===== config.mk =====
export PLATFORM = sky130hd
export DESIGN_NAME = sdram_rw_arbiter_flat
export DESIGN_NICKNAME = d
export VERILOG_FILES = /design/src/rtl/sdram_rw_arbiter_if.sv /design/src/rtl/sdram_rw_arbiter.sv /design/src/flat_wrapper.sv
export SDC_FILE = /design/constraint.sdc
export NUM_CORES = 1
export LEC_CHECK = 0
export CORE_UTILIZATION = 46
export DETAILED_ROUTE_END_ITERATION = 16
export PLACE_DENSITY = 0.77
export SKIP_CTS_REPAIR_TIMING = 1
export SLEW_MARGIN = 20
export SYNTH_ARGS = -nofsm -noshare
export SYNTH_HDL_FRONTEND = slang
export SYNTH_SLANG_ARGS = --single-unit
export TNS_END_PERCENT = 50

===== constraint.sdc =====
create_clock -name S_CLK -period 1.5 [get_ports S_CLK]
set_input_delay 0.225 -clock S_CLK [delete_from_list [all_inputs] [get_ports S_CLK]]
set_output_delay 0.225 -clock S_CLK [all_outputs]
set_load 0.1 [all_outputs]

===== src/rtl/sdram_rw_arbiter_if.sv =====
// Request/ack bundle between the frame-buffer arbiter and its FIFOs / SDRAM burst engine.
// master = arbiter side, slave = environment (FIFOs + SDRAM top-level).
interface sdram_rw_arbiter_if #(
  parameter int ADDR_W  = 20,
  parameter int FIFO_AW = 10
);
  logic               image_rd_en;
  logic               vga_rd_req;
  logic [FIFO_AW:0]   wr_fifo_used;
  logic [FIFO_AW:0]   rd_fifo_used;
  logic               write_ack;
  logic               read_ack;
  logic               write_en;
  logic               read_en;
  logic [ADDR_W-1:0]  addr;
  logic               frame_done;
  logic               rd_frame_start;

  modport master (
    input  image_rd_en, vga_rd_req, wr_fifo_used, rd_fifo_used, write_ack, read_ack,
    output write_en, read_en, addr, frame_done, rd_frame_start
  );

  modport slave (
    output image_rd_en, vga_rd_req, wr_fifo_used, rd_fifo_used, write_ack, read_ack,
    input  write_en, read_en, addr, frame_done, rd_frame_start
  );
endinterface


===== src/rtl/sdram_rw_arbiter.sv =====
// Round-robin scheduler of write/read bursts onto the shared SDRAM burst engine,
// with ping-pong frame banks selected by the address MSB.
module sdram_rw_arbiter #(
  parameter int ADDR_W      = 20,
  parameter int BURST_LEN   = 256,
  parameter int FRAME_WORDS = 307200,
  parameter int FIFO_AW     = 10
) (
  input logic                 S_CLK,
  input logic                 RST,
  sdram_rw_arbiter_if.master  bus
);

  localparam int PTR_W = ADDR_W - 1;
  localparam logic [PTR_W-1:0] PTR_STEP  = PTR_W'(BURST_LEN);
  localparam logic [PTR_W-1:0] PTR_LAST  = PTR_W'(FRAME_WORDS - BURST_LEN);
  localparam logic [FIFO_AW:0] WR_THRESH = (FIFO_AW+1)'(BURST_LEN);
  localparam logic [FIFO_AW:0] RD_THRESH = (FIFO_AW+1)'((1 << FIFO_AW) - BURST_LEN);

  typedef enum logic [1:0] {IDLE, WRITE, READ} state_t;
  typedef enum logic {GRANT_WRITE, GRANT_READ} grant_t;

  state_t           state;
  grant_t           last_grant;
  logic [PTR_W-1:0] wr_ptr;
  logic [PTR_W-1:0] rd_ptr;
  logic             wr_bank;
  logic             rd_bank;
  logic             done_bank;
  logic             frame_valid;
  logic             frame_ready;

  logic wr_pend;
  logic rd_pend;
  logic go_write;
  logic go_read;

  always_comb begin
    wr_pend  = bus.image_rd_en && (bus.wr_fifo_used >= WR_THRESH);
    rd_pend  = bus.vga_rd_req && frame_valid && (bus.rd_fifo_used <= RD_THRESH);
    go_write = wr_pend && (!rd_pend || last_grant == GRANT_READ);
    go_read  = rd_pend && (!wr_pend || last_grant == GRANT_WRITE);
  end

  always_ff @(posedge S_CLK) begin
    if (RST) begin
      state              <= IDLE;
      last_grant         <= GRANT_READ;
      wr_ptr             <= '0;
      rd_ptr             <= '0;
      wr_bank            <= 1'b0;
      rd_bank            <= 1'b0;
      done_bank          <= 1'b0;
      frame_valid        <= 1'b0;
      frame_ready        <= 1'b0;
      bus.write_en       <= 1'b0;
      bus.read_en        <= 1'b0;
      bus.addr           <= '0;
      bus.frame_done     <= 1'b0;
      bus.rd_frame_start <= 1'b0;
    end else begin
      bus.frame_done     <= 1'b0;
      bus.rd_frame_start <= 1'b0;
      unique case (state)
        IDLE: begin
          if (go_write) begin
            state        <= WRITE;
            last_grant   <= GRANT_WRITE;
            bus.write_en <= 1'b1;
            bus.addr     <= {wr_bank, wr_ptr};
          end else if (go_read) begin
            state              <= READ;
            last_grant         <= GRANT_READ;
            bus.read_en        <= 1'b1;
            bus.addr           <= {rd_bank, rd_ptr};
            bus.rd_frame_start <= (rd_ptr == '0);
          end
        end
        WRITE: begin
          if (bus.write_ack) begin
            state        <= IDLE;
            bus.write_en <= 1'b0;
            if (wr_ptr == PTR_LAST) begin
              // Frame complete: publish this bank to the reader, start filling the other.
              wr_ptr         <= '0;
              done_bank      <= wr_bank;
              wr_bank        <= ~wr_bank;
              frame_valid    <= 1'b1;
              frame_ready    <= 1'b1;
              bus.frame_done <= 1'b1;
            end else begin
              wr_ptr <= wr_ptr + PTR_STEP;
            end
          end
        end
        READ: begin
          if (bus.read_ack) begin
            state       <= IDLE;
            bus.read_en <= 1'b0;
            if (rd_ptr == PTR_LAST) begin
              // Switch to the newest finished frame if one exists, else repeat this one.
              rd_ptr <= '0;
              if (frame_ready) begin
                rd_bank     <= done_bank;
                frame_ready <= 1'b0;
              end
            end else begin
              rd_ptr <= rd_ptr + PTR_STEP;
            end
          end
        end
        default: state <= IDLE;
      endcase
    end
  end

endmodule

===== src/flat_wrapper.sv =====
// flat-port wrapper written by rule: the top's interface ports become plain ports
module sdram_rw_arbiter_flat 
#(
  parameter int ADDR_W      = 20,
  parameter int BURST_LEN   = 256,
  parameter int FRAME_WORDS = 307200,
  parameter int FIFO_AW     = 10
)
  (S_CLK, RST, bus_image_rd_en, bus_vga_rd_req, bus_wr_fifo_used, bus_rd_fifo_used, bus_write_ack, bus_read_ack, bus_write_en, bus_read_en, bus_addr, bus_frame_done, bus_rd_frame_start);
  sdram_rw_arbiter_if #(.ADDR_W(ADDR_W), .FIFO_AW(FIFO_AW)) bus_i ();
  input logic S_CLK;
  input logic RST;
  input wire logic [$bits(bus_i.image_rd_en)-1:0] bus_image_rd_en;
  input wire logic [$bits(bus_i.vga_rd_req)-1:0] bus_vga_rd_req;
  input wire logic [$bits(bus_i.wr_fifo_used)-1:0] bus_wr_fifo_used;
  input wire logic [$bits(bus_i.rd_fifo_used)-1:0] bus_rd_fifo_used;
  input wire logic [$bits(bus_i.write_ack)-1:0] bus_write_ack;
  input wire logic [$bits(bus_i.read_ack)-1:0] bus_read_ack;
  output wire logic [$bits(bus_i.write_en)-1:0] bus_write_en;
  output wire logic [$bits(bus_i.read_en)-1:0] bus_read_en;
  output wire logic [$bits(bus_i.addr)-1:0] bus_addr;
  output wire logic [$bits(bus_i.frame_done)-1:0] bus_frame_done;
  output wire logic [$bits(bus_i.rd_frame_start)-1:0] bus_rd_frame_start;
  assign bus_i.image_rd_en = bus_image_rd_en;
  assign bus_i.vga_rd_req = bus_vga_rd_req;
  assign bus_i.wr_fifo_used = bus_wr_fifo_used;
  assign bus_i.rd_fifo_used = bus_rd_fifo_used;
  assign bus_i.write_ack = bus_write_ack;
  assign bus_i.read_ack = bus_read_ack;
  assign bus_write_en = bus_i.write_en;
  assign bus_read_en = bus_i.read_en;
  assign bus_addr = bus_i.addr;
  assign bus_frame_done = bus_i.frame_done;
  assign bus_rd_frame_start = bus_i.rd_frame_start;
  sdram_rw_arbiter #(.ADDR_W(ADDR_W), .BURST_LEN(BURST_LEN), .FRAME_WORDS(FRAME_WORDS), .FIFO_AW(FIFO_AW)) u_core (.S_CLK(S_CLK), .RST(RST), .bus(bus_i));
endmodule

Word-level counts from Yosys, hierarchy flattened
Cells that the tools add are included.
{ "classes": {"n_reduce_logical": 26, "n_lt_le_gt_ge": 2, "bitwise_logic": 6, "muxes": 23, "addsub": 2, "eq_ne": 12} }
{ "ops": {"columns": ["operator", "count"], "rows": [
  ["20-bit 2-to-1 mux", 2],
  ["19-bit by 9-bit adder with 19-bit output (second input constant)", 2],
  ["19-bit == test (second input constant)", 2],
  ["19-bit 2-to-1 mux", 2],
  ["19-bit zero test", 1],
  ["11-bit by 9-bit greater-or-equal comparator with 1-bit output (second input constant)", 1],
  ["11-bit by 10-bit less-or-equal comparator with 1-bit output (second input constant)", 1],
  ["1-bit 2-to-1 mux", 11],
  ["3-bit AND reduction", 3],
  ["2-bit 2-to-1 mux", 4],
  ["2-bit by 1-bit != test with 1-bit output (second input constant)", 4],
  ["4-bit AND reduction", 2],
  ["2-bit nonzero test", 4],
  ["2-bit != test (second input constant)", 3],
  ["1-bit inverter", 6],
  ["1-bit one-hot mux with 2 select lines", 3],
  ["2-bit one-hot mux with 3 select lines", 1],
  ["2-bit AND reduction", 3],
  ["1-bit logical AND", 5],
  ["5-bit AND reduction", 1],
  ["4-bit OR reduction", 1],
  ["3-bit by 1-bit != test with 1-bit output (second input constant)", 1],
  ["3-bit OR reduction", 1],
  ["2-bit by 1-bit == test with 1-bit output (second input constant)", 1],
  ["4 further kinds", 6]
]} }
{ "totals": {"regBits": 70, "output_inout_bits": 24} }

Longest topological paths before layout
Gate-level depths: netlist (run 1).
{ "depth": {"word_depth": 8, "ltp_mapped": 7} }

Worst setup path before layout (run 1)
No wires, ideal clock.
{ "synth_path": {"path_kind": "flip-flop to flip-flop", "startpoint": "register u_core.state[0]", "endpoint": "register u_core.wr_ptr[17]", "stages_incl_launch_ff": 6, "setup_slack_ns": -0.143, "arrival_time_ns": 1.573, "synth_period_minus_slack_ns": 1.643, "cell_sequence": "dfxtp_1 buf_2 nand3b_4 or4_4 or3_1 a21oi_1"} }
{ "synth_via": {"elab_chain_len": 2} }
{ "synth_lines": {"columns": ["item", "line", "text"], "rows": [
  ["start, declared", "sdram_rw_arbiter.sv:23", "state_t state;"],
  ["start signal, assigned", "sdram_rw_arbiter.sv:47", "state <= IDLE;"],
  ["start signal, assigned", "sdram_rw_arbiter.sv:67", "state <= WRITE;"],
  ["start signal, assigned", "sdram_rw_arbiter.sv:72", "state <= READ;"],
  ["2-bit by 1-bit == test with 1-bit output", "sdram_rw_arbiter.sv:64", "unique case (state)"],
  ["2-bit AND reduction (no line)", null, null],
  ["end signal, assigned", "sdram_rw_arbiter.sv:92", "wr_ptr <= wr_ptr + PTR_STEP;"],
  ["end, declared", "sdram_rw_arbiter.sv:25", "logic [PTR_W-1:0] wr_ptr;"]
]} }
No other way between the ends.
A chain may end at the register's enable or synchronous reset.

Worst setup path after layout (run 1)
{ "layout_path": {"startpoint": "register u_core.last_grant", "endpoint": "register u_core.bus.addr[14]"} }
{ "layout_via": {"elab_chain_len": 5} }
{ "layout_lines": {"columns": ["item", "line", "text"], "rows": [
  ["start, declared", "sdram_rw_arbiter.sv:24", "grant_t last_grant;"],
  ["start signal, assigned", "sdram_rw_arbiter.sv:48", "last_grant <= GRANT_READ;"],
  ["start signal, assigned", "sdram_rw_arbiter.sv:68", "last_grant <= GRANT_WRITE;"],
  ["start signal, assigned", "sdram_rw_arbiter.sv:73", "last_grant <= GRANT_READ;"],
  ["1-bit inverter", "sdram_rw_arbiter.sv:42", "go_read = rd_pend && (!wr_pend || last_grant == GRANT_WRITE);"],
  ["1-bit logical OR", "sdram_rw_arbiter.sv:42", null],
  ["1-bit logical AND", "sdram_rw_arbiter.sv:42", null],
  ["2-bit nonzero test (no line)", null, null],
  ["2-bit AND reduction (no line)", null, null],
  ["end signal, assigned", "sdram_rw_arbiter.sv:70", "bus.addr <= {wr_bank, wr_ptr};"],
  ["end signal, assigned", "sdram_rw_arbiter.sv:75", "bus.addr <= {rd_bank, rd_ptr};"],
  ["end, declared", "sdram_rw_arbiter_if.sv:21", "output write_en, read_en, addr, frame_done, rd_frame_start"]
]} }
Several ways; a longest one is shown, not always the timed one.

==> metrics.txt, run 1 <==
outcome=complete, but fails checks; violated checks=setup timing; Synth Cell Area=0.002382 mm2; most common cell after layout, fill and taps aside=buf_4; cell-by-cell trace of the critical path=nand4bb_4, buf_6, o21ai_4, buf_6, or3_4, a311oi_2; library cell appearing most often on the critical path=buf_6; static leakage power=roughly 0.0016 uW; Placed Instance Area=0.003381 mm2; arrival time reported for the critical path endpoint=1.83 ns; Post-Layout Inst Area=0.003969 mm2; wire length per cell=19.70 um; maximum level of the CTS H-tree=2; class of the most critical hold timing path=in2reg; area of the die=0.005471 mm2; IO Port Bufs=35; placer congestion estimate=between 0.8 and 0.9; number of global-route vias before repair=around 2,200; end of the worst register-to-register path=u_core.bus.addr[14]$_SDFFE_PP0P_; Clock Sink Count=46; total power divided by cell area=753.4 mW/mm2; combined buffer and inverter count along the critical path=2; number of failing hold endpoints at the final stage=0; gate count of the mapped netlist=267; clock buffers created by TritonCTS=5; number of synthesized flops with an enable pin=0; core utilization of the finished layout=81.86%; Seq cells post-synth=46; async set-or-reset flop fraction in the synthesized netlist=0%; first-pass iteration count of the detailed router=5; setup slack on the worst flop-to-flop path=-0.13 ns; slowest cell on the critical path=or3_4; required time reported for the critical path endpoint=1.70 ns; kind of start point of the critical path=register; number of buffers on the longest clock path=2; highest ir drop seen on vdd=about 0.6 mV; worst stage delay on the critical path=~0.36 ns; Die W=around 74 um; global-route wire length before repair=10.49 mm; number of maximum-capacitance violations=0; Worst Setup Slack, final=-0.1272 ns; largest driver fanout on the critical path=8; count of final max-slew check failures=0; share of cells above drive strength 1=44.57%; startpoint of the worst hold path=bus_write_ack; CP endpoint kind=register; total routing resource utilization after global routing=24.87%; largest net degree at the start of global routing=22; commonest cells after routing, fill and taps aside=buf_4, dfxtp_1, nor2_1; sequential element share of the synthesized area=38.66%; clock insertion delay at the later pin of the skew report=0.31 ns; I/O pins=52; Std-Cell Rows=25; antenna cells=0; antenna violations before repair=0; beginning of the worst register-to-register path=u_core.last_grant$_SDFFE_PP1P_; total detailed-routing wirelength=~8.6 mm; summed negative setup slack over all endpoints=-1.259 ns; Std-Cell Core Area=roughly 0.0048 mm2; final cycle utilization of the critical path=108.5%; warnings from Yosys=0; HPWL after detailed placement=about 4.8 mm; Die Height=73.97 um; Area growth syn-to-layout=66.60%; Main synth FF type=dfxtp_1; clk_skew=0.01402 ns; Placed Cells=between 400 and 500; cell chosen for the clock root=clkbuf_8; via count=2,588; highest attainable clock frequency=614.6 MHz; per-cell via count in the routed design=5.949; count of distinct cell types in the synthesized netlist=50; number of fill cells in the layout=268; min Tclk post-route=1.627 ns; number of antenna-violating nets in the routed design=0; DRC violation total after the first TritonRoute iteration=160; initial core utilization=49.14%; worst reg2reg path depth=6; clock tree from TritonCTS=yes; path type of the worst setup path=reg2reg; setup repair after global routing missed its margin=true; DR DRC count=0; final-stage net count=398; Top Family by Delay on Critical Path=simple AND/OR/NAND/NOR gates; endpoints failing setup=28; capture endpoint of the worst hold path=u_core.state[0]$_SDFFE_PP0P_; Hold Crit Depth=4; clock transition at the register clock pins on the worst setup and hold paths after CTS=~0.08 ns; power consumption=2990 uW; final standard cell count with taps included and fillers excluded=435; GRT overflow=0; syn avg cell area=slightly below 9 um2
==> sequential cells by signal, indices dropped and copies added, names as in the netlist <==
name                       flops
u_core.last_grant              1
u_core.done_bank               1
u_core.bus.rd_frame_start      1
u_core.bus.frame_done          1
u_core.bus.addr               12
u_core.bus.write_en            1
u_core.wr_bank                 1
u_core.bus.read_en             1
u_core.rd_bank                 1
u_core.state                   2
u_core.frame_ready             1
u_core.rd_ptr                 11
u_core.wr_ptr                 11
u_core.frame_valid             1
==> stage by stage <==
step           worst slack (ns)  hold WS [ns]
2_1_floorplan           -0.1217        0.4039
3_3_place_gp            -0.5211        0.4537
3_5_place_dp            -0.5843        0.4613
4_1_cts                 -0.2767        0.4807
5_1_grt                 -0.1833        0.4784
6_report                -0.1272        0.4491
==> kinds of logic (layout without fill, tap and decap cells) <==
group,after synthesis,count (layout),share of synthesized area [%]
adder cells (fa/ha/maj),3,3,1.576
multiplexers,2,2,0.8404
other,1,8,0.1574
AND/OR/NAND/NOR,99,99,23.79
flip-flops,46,46,38.66
XOR/XNOR,18,18,6.618
AO/OA/AOI/OAI,67,67,21.38
buffers and inverters,31,125,6.985
==> worst max-delay path by stage <==
stage | from | end | cells past startpoint
floorplan | bus_rd_fifo_used[5] | u_core.bus.addr[11]$_SDFFE_PP0P_ | 5
global placement | bus_rd_fifo_used[5] | u_core.bus.addr[8]$_SDFFE_PP0P_ | 6
detailed placement | bus_rd_fifo_used[5] | u_core.bus.addr[8]$_SDFFE_PP0P_ | 6
CTS | bus_rd_fifo_used[5] | u_core.bus.addr[8]$_SDFFE_PP0P_ | 6
global route | u_core.wr_ptr[14]$_SDFFE_PP0P_ | u_core.done_bank$_SDFFE_PP0P_ | 5
finish | u_core.last_grant$_SDFFE_PP1P_ | u_core.bus.addr[14]$_SDFFE_PP0P_ | 6
==> where the power goes <==
group / internal, uW / leakage, uW / switching (uW)
clock network: 498 / 0.0000514 / 445
registers: 1250 / 0.000378 / 42.5
logic: 290 / 0.00118 / 467
==> layer usage <==
layer | global-route usage [%] | wire length, um
met4 | 8.974 | 430
met3 | 3.659 | 422
met2 | 42.93 | 4340
met1 | 31.51 | 3378
met5 | 0 | 0
==> area by class of cell <==
class,count,area [um2],share of cell area (%)
tap,67,83.83,2.112
multi-input combinational,197,1579,39.79
inverter,5,18.77,0.4729
clock buffer,6,72.57,1.828
sequential,46,943.4,23.77
clock inverter,2,37.54,0.9458
timing repair buffer,112,1234,31.08
==> worst min-delay path, delay by kind of cell <==
family	cells	cell delay [ns]
AND/OR/NAND/NOR	2	0.18
AO/OA/AOI/OAI	1	0.14
buffers and inverters	1	0.17
==> synth_stat cells (3+ instances only) <==
master,instances,area [um2]
buf_4,10,75.07
inv_1,5,18.77
o21ai_0,7,35.03
o21ai_1,9,45.04
xor2_1,4,35.03
nor4_1,5,31.28
dfxtp_1,46,920.9
a211oi_1,12,90.09
buf_2,4,20.02
ha_1,3,37.54
nand3_1,8,40.04
or3_1,5,31.28
a311oi_1,5,43.79
a311oi_2,7,105.1
xnor2_1,14,122.6
nor3_1,6,30.03
or4_4,3,33.78
o31a_1,3,26.28
clkbuf_1,11,41.29
nand4_1,4,25.02
or2_1,3,18.77
nand2_1,14,52.55
nor2_1,30,112.6
a21oi_1,8,40.04
o211ai_1,11,82.58
Power figures use the tool's default switching activity.
==> run 2, diff against run 1 <==
--- a/config.mk
+++ b/config.mk
@@ -9,6 +9,7 @@
 export DETAILED_ROUTE_END_ITERATION = 16
 export PLACE_DENSITY = 0.77
 export SKIP_CTS_REPAIR_TIMING = 1
+export SKIP_LAST_GASP = 1
 export SLEW_MARGIN = 20
 export SYNTH_ARGS = -nofsm -noshare
 export SYNTH_HDL_FRONTEND = slang
==> run 2 against run 1 <==
Effect of this change:
- die area did not move
- clock skew fell by 0.0047 ns
- routed wire length rose by 0.36%
- first-iteration DRC count rose by 19%
- combinational power fell by 1%
- register-to-register slack barely moved
- the flow still finishes with violations (setup timing)
- sequential power barely moved
==> metrics.txt, run 2 (same netlist as run 1, synthesis figures left out) <==
highest ir drop seen on vdd=0.9373 mV; cell chosen for the clock root=clkbuf_8; GRT overflow=0; total routing resource utilization after global routing=between 20% and 30%; required time reported for the critical path endpoint=1.71 ns; number of buffers on the longest clock path=2; clock insertion delay at the later pin of the skew report=0.31 ns; Clock Sink Count=between 40 and 50; min Tclk post-route=about 1.6 ns; register with the highest flop count=u_core.bus.addr; number of maximum-capacitance violations=0; setup slack on the worst flop-to-flop path=-0.12 ns; clock tree from TritonCTS=yes; clock buffers created by TritonCTS=5; arrival time reported for the critical path endpoint=1.83 ns; global-route wire length before repair=10.49 mm; pre-CTS setup slack=-0.5843 ns; number of failing hold endpoints at the final stage=0; Std-Cell Core Area=0.004848 mm2; power consumption=2991 uW; antenna cells=0; count of final max-slew check failures=0; total power divided by cell area=766.7 mW/mm2; largest net degree at the start of global routing=22; IO Port Bufs=35; I/O pins=52; top flop regs=u_core.bus.addr x12, u_core.rd_ptr x11, u_core.wr_ptr x11; WHS=0.4502 ns; final-stage net count=398; CP endpoint kind=register; violated checks=setup timing; share of cells above drive strength 1=a little over two fifths; Die Height=73.97 um; kind of start point of the critical path=register; number of antenna-violating nets in the routed design=0; setup repair after global routing missed its margin=true; Worst Setup Slack, final=-0.1245 ns; largest driver fanout on the critical path=8; highest attainable clock frequency=615.6 MHz; HPWL after detailed placement=4.792 mm; placer congestion estimate=0.8880; initial core utilization=49.14%; endpoints failing setup=30; max reg flops=12; clk_skew=0.009363 ns; area of the die=0.005471 mm2; maximum level of the CTS H-tree=2; DR DRC count=0; Area growth syn-to-layout=63.76%; Std-Cell Rows=25; commonest cells after routing, fill and taps aside=buf_4, dfxtp_1, nor2_1; DRC violation total after the first TritonRoute iteration=191; clock transition at the register clock pins on the worst setup and hold paths after CTS=around 0.090 ns; antenna violations before repair=0; total detailed-routing wirelength=8.602 mm; static leakage power=0.001579 uW; class of the most critical hold timing path=in2reg; wire length per cell=19.77 um; final cycle utilization of the critical path=108.3%; number of global-route vias before repair=about 2,200; via count=2,623; path type of the worst setup path=reg2reg; most common cell after layout, fill and taps aside=buf_4; outcome=complete, but fails checks; Die W=73.97 um; first-pass iteration count of the detailed router=4; per-cell via count in the routed design=6.030
run 2: worst max-delay path, stage by stage (launching register included):
cell       delay [ns]
dfxtp_2          0.33
nand4bb_4        0.22
buf_6            0.16
nor3_4           0.24
clkbuf_16        0.22
o21ai_4          0.06
a311oi_1         0.30
run 2: cell type report:
class | count | area (um2)
clock inverters | 2 | 37.54
repair buffers | 112 | 1219
clock buffers | 6 | 72.57
well taps | 67 | 83.83
inverters | 5 | 18.77
flip-flops and latches | 46 | 943.4
fillers | 264 | 947.2
multi-input cells | 197 | 1526
run 2: path summary, 6_finish.rpt:
check / start / endpoint / cells after the start
setup / recovery: u_core.last_grant$_SDFFE_PP1P_ / u_core.bus.addr[18]$_SDFFE_PP0P_ / 6
hold reg to reg: u_core.state[1]$_SDFFE_PP0P_ / u_core.state[0]$_SDFFE_PP0P_ / 1
hold / removal: bus_write_ack / u_core.state[0]$_SDFFE_PP0P_ / 4
setup reg to reg: u_core.last_grant$_SDFFE_PP1P_ / u_core.bus.addr[18]$_SDFFE_PP0P_ / 6
run 2: metal layers:
| metal | share of wire (%) | track usage [%] | vias to the layer above | wire, um |
|---|---|---|---|---|
| li1 | - | - | 1167 | - |
| met1 | 39 | 31.51 | 1255 | 3375 |
| met2 | 50 | 42.93 | 153 | 4336 |
| met3 | 5.9 | 3.659 | 48 | 511 |
| met4 | 4.4 | 8.974 | 0 | 379 |
| met5 | 0 | 0 | - | 0 |
run 2: power by group:
part           switching [uW]  internal, uW  leakage [uW]
Sequential               43.0          1250      0.000378
Clock                     453           498     0.0000514
Combinational             462           287       0.00115
run 2: stage by stage:
stage / setup TNS (ns) / std cells / utilization, % / area, um2
global route: -3.765 / 435 / 80.46 / 3901
finish: -1.435 / 435 / 80.46 / 3901
detailed placement: -13.63 / 413 / 69.73 / 3381
CTS: -4.832 / 421 / 72.00 / 3491
floorplan: -1.217 / 274 / - / 2444
global placement: -12.73 / 413 / 69.73 / 3381
